===== config.mk =====
export PLATFORM = sky130hd
export DESIGN_NAME = pair_deserializer
export DESIGN_NICKNAME = d
export VERILOG_FILES = /design/src/rtl/pair_deserializer.sv
export SDC_FILE = /design/constraint.sdc
export NUM_CORES = 1
export LEC_CHECK = 0
export CORE_MARGIN = 4
export CORE_UTILIZATION = 32
export CTS_CLUSTER_SIZE = 24
export DETAILED_ROUTE_END_ITERATION = 8
export GPL_TIMING_DRIVEN = 0
export SLEW_MARGIN = 10
export SYNTH_ARGS = -nofsm -noshare
export SYNTH_HDL_FRONTEND = slang
export SYNTH_SLANG_ARGS = --single-unit

===== constraint.sdc =====
create_clock -name clk -period 2.2 [get_ports clk]
set_input_delay 0.22 -clock clk [delete_from_list [all_inputs] [get_ports clk]]
set_output_delay 0.22 -clock clk [all_outputs]
set_load 0.01 [all_outputs]

===== src/rtl/pair_deserializer.sv =====
// Packs consecutive (a_i, b_i) bit pairs into WORD_W-bit words and presents them
// on a valid/ready port backed by a one-word pending buffer and a sticky overflow flag.
module pair_deserializer #(
  parameter int WORD_W = 8
) (
  input  logic              clk,
  input  logic              rst_n,
  input  logic              clr_i,
  input  logic              a_i,
  input  logic              b_i,
  input  logic              in_valid_i,
  output logic [WORD_W-1:0] data_o,
  output logic              valid_o,
  input  logic              ready_i,
  output logic              overflow_o
);

  localparam int N     = WORD_W / 2;
  localparam int CNT_W = (N > 1) ? $clog2(N) : 1;

  typedef enum logic [1:0] {EMPTY, ONE, TWO} state_t;

  state_t            r_state;
  state_t            w_state_next;
  logic [CNT_W-1:0]  r_cnt;
  // The top pair of the shift register is never read back, so only the low bits are kept.
  logic [WORD_W-3:0] r_shreg;
  logic [WORD_W-1:0] r_data;
  logic [WORD_W-1:0] r_pend;
  logic              r_ovf;
  logic [WORD_W-1:0] w_word;
  logic [WORD_W-1:0] w_data_next;
  logic [WORD_W-1:0] w_pend_next;
  logic              w_ovf_next;
  logic              w_complete;
  logic              w_drain;

  assign w_word     = {r_shreg, a_i, b_i};
  assign w_complete = in_valid_i && (r_cnt == CNT_W'(N - 1));
  assign w_drain    = (r_state != EMPTY) && ready_i;

  always_comb begin
    w_state_next = r_state;
    w_data_next  = r_data;
    w_pend_next  = r_pend;
    w_ovf_next   = r_ovf;
    case (r_state)
      EMPTY: begin
        if (w_complete) begin
          w_state_next = ONE;
          w_data_next  = w_word;
        end
      end
      ONE: begin
        if (w_complete && w_drain) begin
          w_data_next = w_word;
        end else if (w_complete) begin
          w_state_next = TWO;
          w_pend_next  = w_word;
        end else if (w_drain) begin
          w_state_next = EMPTY;
        end
      end
      TWO: begin
        if (w_drain) begin
          w_data_next = r_pend;
          if (w_complete) begin
            w_pend_next = w_word;
          end else begin
            w_state_next = ONE;
          end
        end else if (w_complete) begin
          // Both slots full and nothing leaving: the new word is lost.
          w_ovf_next = 1'b1;
        end
      end
      default: begin
        w_state_next = EMPTY;
      end
    endcase
  end

  always_ff @(posedge clk or negedge rst_n) begin
    if (!rst_n) begin
      r_state <= EMPTY;
      r_data  <= '0;
      r_pend  <= '0;
      r_ovf   <= 1'b0;
    end else if (clr_i) begin
      r_state <= EMPTY;
      r_data  <= '0;
      r_pend  <= '0;
      r_ovf   <= 1'b0;
    end else begin
      r_state <= w_state_next;
      r_data  <= w_data_next;
      r_pend  <= w_pend_next;
      r_ovf   <= w_ovf_next;
    end
  end

  always_ff @(posedge clk or negedge rst_n) begin
    if (!rst_n) begin
      r_cnt   <= '0;
      r_shreg <= '0;
    end else if (clr_i) begin
      r_cnt   <= '0;
      r_shreg <= '0;
    end else if (in_valid_i) begin
      r_shreg <= w_word[WORD_W-3:0];
      r_cnt   <= w_complete ? '0 : r_cnt + CNT_W'(1);
    end
  end

  assign data_o     = r_data;
  assign valid_o    = (r_state != EMPTY);
  assign overflow_o = r_ovf;

endmodule


# Word level (Yosys, flattened, before mapping)
# Cells that the tools add are included.
[totals]
elab_cells = 58
ff_bits = 27
output_inout_bits = 10
[classes]
reduce_logical = 14
add_sub_neg = 1
mux = 27
eq_ne = 10
[op_table]
columns = ["operator", "count"]
rows = [
  ["two-way mux 8 bit", 8],
  ["case mux 8 bit (3 select lines)", 1],
  ["two-way mux 2 bit", 10],
  ["case mux 8 bit (2 select lines)", 1],
  ["!= test 3 bit (second input constant)", 5],
  ["two-way mux 6 bit", 2],
  ["nonzero test 2 bit", 4],
  ["case mux 2 bit (3 select lines)", 1],
  ["AND reduction 3 bit", 2],
  ["AND reduction 5 bit", 1],
  ["equality test 2 bit (second input constant)", 2],
  ["two-way mux 1 bit", 4],
  ["!= test 4 bit (second input constant)", 1],
  ["AND reduction 4 bit", 1],
  ["nonzero test 4 bit", 1],
  ["logical AND 1 bit", 3],
  ["nonzero test 3 bit", 1],
  ["adder 2 x 1 -> 2 bit (second input constant)", 1],
  ["equality test 2 x 1 -> 1 bit (second input constant)", 1],
  ["logical NOT 2 bit", 1],
  ["!= test 2 bit (second input constant)", 1],
]

# Logic depth before layout (Yosys ltp)
[depth]
depth_word = 7
mapped_depth = 6

# Worst setup path after synthesis
# Ideal clock, no wire load.
[synth_timing]
path_type = "flip-flop to flip-flop"
from = "register r_state[0]"
to = "register r_state[0]"
path_buffers = 0
t_required_ps = 2075
stages_incl_launch_ff = 7
setup_slack_ps = 526
synth_period_minus_slack_ps = 1674
t_arrival_ps = 1549
setup_ps = 125
path_cell_list = "dfrtp_1 > inv_1 > ha_1 > and2b_4 > o22ai_1 > a22oi_2 > mux2_4"
[synth_via]
elab_chain_len = 5
elab_cells_between_ends = 14
classes_between = "7 x eq/ne; 2 x mux; 5 x reduce/logical"
[synth_rtl]
columns = ["element", "line_no", "text"]
rows = [
  ["start: declaration", "23", "state_t r_state;"],
  ["start signal: assignment", "95", "r_state <= w_state_next;"],
  ["nonzero test 2 bit", "40", "assign w_drain = (r_state != EMPTY) && ready_i;"],
  ["logical AND 1 bit", "40", ""],
  ["logical AND 1 bit", "55", "if (w_complete && w_drain) begin"],
  ["!= test 3 bit (no line)", "--", ""],
  ["AND reduction 5 bit (no line)", "--", ""],
]
# Several ways; a longest one is shown, not always the timed one.
# A chain may end at the register's enable or synchronous reset.

# Worst setup path after layout
[layout_timing]
from = "register r_state[0]"
to = "output port valid_o"
[layout_via]
elab_chain_len = 1
[layout_rtl]
columns = ["element", "line_no", "text"]
rows = [
  ["nonzero test 2 bit", "116", "assign valid_o = (r_state != EMPTY);"],
  ["end: declaration", "13", "output logic valid_o,"],
]
# No other way between the ends.

==> run metrics <==
outcome completed; Worst EP arrival 1.68 ns; mean post-synth cell area a little over 10 sq um; share of cells above drive strength 1 0.132; Num CTS Buffers 3; Area contributors post-synth dfrtp_1 47%, mux2i_1 11%, ha_1 4.4%; initial antenna violation count 0; switching part of the total 0.310; global-route wire length before repair a little over 5000 microns; number of synthesized flops with an enable pin 0; Seq/Total Area, Yosys 0.475; Ys Warns 0; synth unique cells 32; Starting Density 0.343; Fin Hold WS 0.334 ns; Antenna Nets Post-Route 0; pin count of the biggest net entering global routing 28; synthesized area 1420 sq um; Die Area 5580 sq um; RSZ-0062 raised after global routing false; Port-buffer cells 15; Max H-tree Level 1; final max-slew violation count 0; Setup Skew 0.00293 ns; final hold vios 0; critical path launch point type register; #FFs+latches synth 27; CTS-repair resized insts 0; setup_tns 0 ns; die width 74.7 microns; Synth top area share 0.475; Die H 74.7 microns; internal power roughly 0.8 mW; Pwr Density 702 nW/um^2; final design utilization 0.407; Clock Tree Root clkbuf_8; dominant cell type by area after synthesis dfrtp_1; DP Wirelength 2140 microns; final setup fails 0; vias in the first global route 1067; pin slew with the least headroom to its limit 0.604 ns; CTS sink count 27; post-CTS setup buffers 0; Critical Path RT 1.98 ns; maximum clock path buffer count 2; gp weighted congestion just under 0.8; Skew-Pair Late Insertion Delay 0.27 ns; Ports 17; worst min path class in2reg; row cnt 23; Hold-fix buffers, CTS 0; DR WL/cell 13.9 microns; max cap viols 0; Initial DRC Count 61; CTS tree yes; synthesized instance count 139; Routed WL around 3000 microns; clock share of power 0.236; area grow syn2layout 18.5%; DRC 0; R2R Setup Slk roughly 0.37 ns; WS Path Type reg2out; Comb pwr share 0.308; final-stage net count roughly 170; vias per cell between 5 and 6; gr usage total 0.120; critical path endpoint category output pin; Core ar. approximately 4100 sq um; CP Max Fanout 7; max frequency 526 MHz; Lkg Pwr slightly below 0.8 nW; Fillers 423; Pre-antenna DRT Iters 4; main flop type after synthesis dfrtp_1; vias 1089; Max transition margin 0.597; Overflow after GRT 0; syn_nets about 150; # diodes 0; Reg clk slew, reported paths 0.09 ns; peak supply drop 0.000350 V; net switching power figure between 0.3 and 0.4 mW; most common cell in the netlist dfrtp_1; min Tclk post-route 1.90 ns; final period utilization 0.864; Flop pwr share 0.456; synth cell count leaders 27 x dfrtp_1, 16 x mux2i_1, 13 x nor2_1; Async SR Flop Fraction 1.00
-- state kept, by name (all words and copies together) (netlist names) --
signal and cells:
overflow_o 1, r_state 2, data_o 8, r_pend 8, r_shreg 6, r_cnt 2
-- logic make-up (layout without fill, tap and decap cells) --
logic type | Yosys count | count (layout) | synth area share
compound gates | 32 | 32 | 0.158
buf+inv | 12 | 32 | 0.0352
flops | 27 | 27 | 0.475
mux | 17 | 17 | 0.123
fa+ha+maj | 5 | 5 | 0.0440
simple gates | 46 | 46 | 0.164
-- critical path: stages (launching register included) --
cell and delay, ns:
dfrtp_1 0.41, inv_1 0.10, ha_1 0.30, inv_1 0.08
clkdlybuf4s50_1 0.53
-- power by group through the flow --
stage                     combinational, mW  sequential (mW)  clock, mW
after floorplan                       0.262            0.551          0
after global placement                0.362            0.549          0
after detailed placement              0.370            0.550          0
after CTS                             0.372            0.540      0.291
after global routing                  0.400            0.544      0.309
final                                 0.365            0.539      0.279
-- layout by cell type (no fill, tap or decap), types with 3 or more instances in the layout --
cell type and count:
nand2_1 9, clkbuf_1 5, clkbuf_8 3, nor2_1 13
o21ai_1 8, or2_2 8, dfrtp_1 27, mux2i_1 16
inv_1 3, a21oi_1 8, nand3_1 8, o211ai_1 8
ha_1 5, clkdlybuf4s50_1 14
-- per-stage QoR --
stage          power [mW]  worst slack (ns)  cell area (sq um)  std cells
2_1_floorplan       0.812             0.526               1420        139
3_3_place_gp        0.911             0.410               1640        204
3_5_place_dp        0.920             0.359               1640        204
4_1_cts              1.20             0.284               1680        208
5_1_grt              1.25             0.201               1690        209
6_report             1.18             0.299               1690        209
-- per-layer routing --
metal  vias to the layer above  global-route usage  wire length [microns]
met5                         -                   0                      0
met4                         0              0.0237                     28
met3                         4              0.0320                    113
met2                        17               0.193                   1400
met1                       534               0.163                   1370
li1                        534                   -                      -
-- area by class of cell --
type,count,area (sq um),area share
repair buffers,16,155,0.0921
plain buffers,7,31.3,0.0186
inverters,5,18.8,0.0111
well taps,50,62.6,0.0371
multi-input cells,100,697,0.414
flip-flops and latches,27,676,0.401
clock buffers,4,45.0,0.0267
-- path summary, 6_finish.rpt --
check                                             from  depth (start not counted)                      to
worst min-delay path                        in_valid_i                          3    r_cnt[1]$_DFFE_PN0P_
worst min register to register  overflow_o$_DFFE_PN0P_                          2  overflow_o$_DFFE_PN0P_
worst max register to register  r_state[0]$_DFFE_PN0P_                          6   data_o[4]$_DFFE_PN0P_
worst max-delay path            r_state[0]$_DFFE_PN0P_                          4                 valid_o
min in group asynchronous                        rst_n                          2  r_shreg[4]$_DFFE_PN0P_
max in group asynchronous                        rst_n                          2   r_pend[3]$_DFFE_PN0P_
No activity file was read; power rests on OpenSTA's default activity.
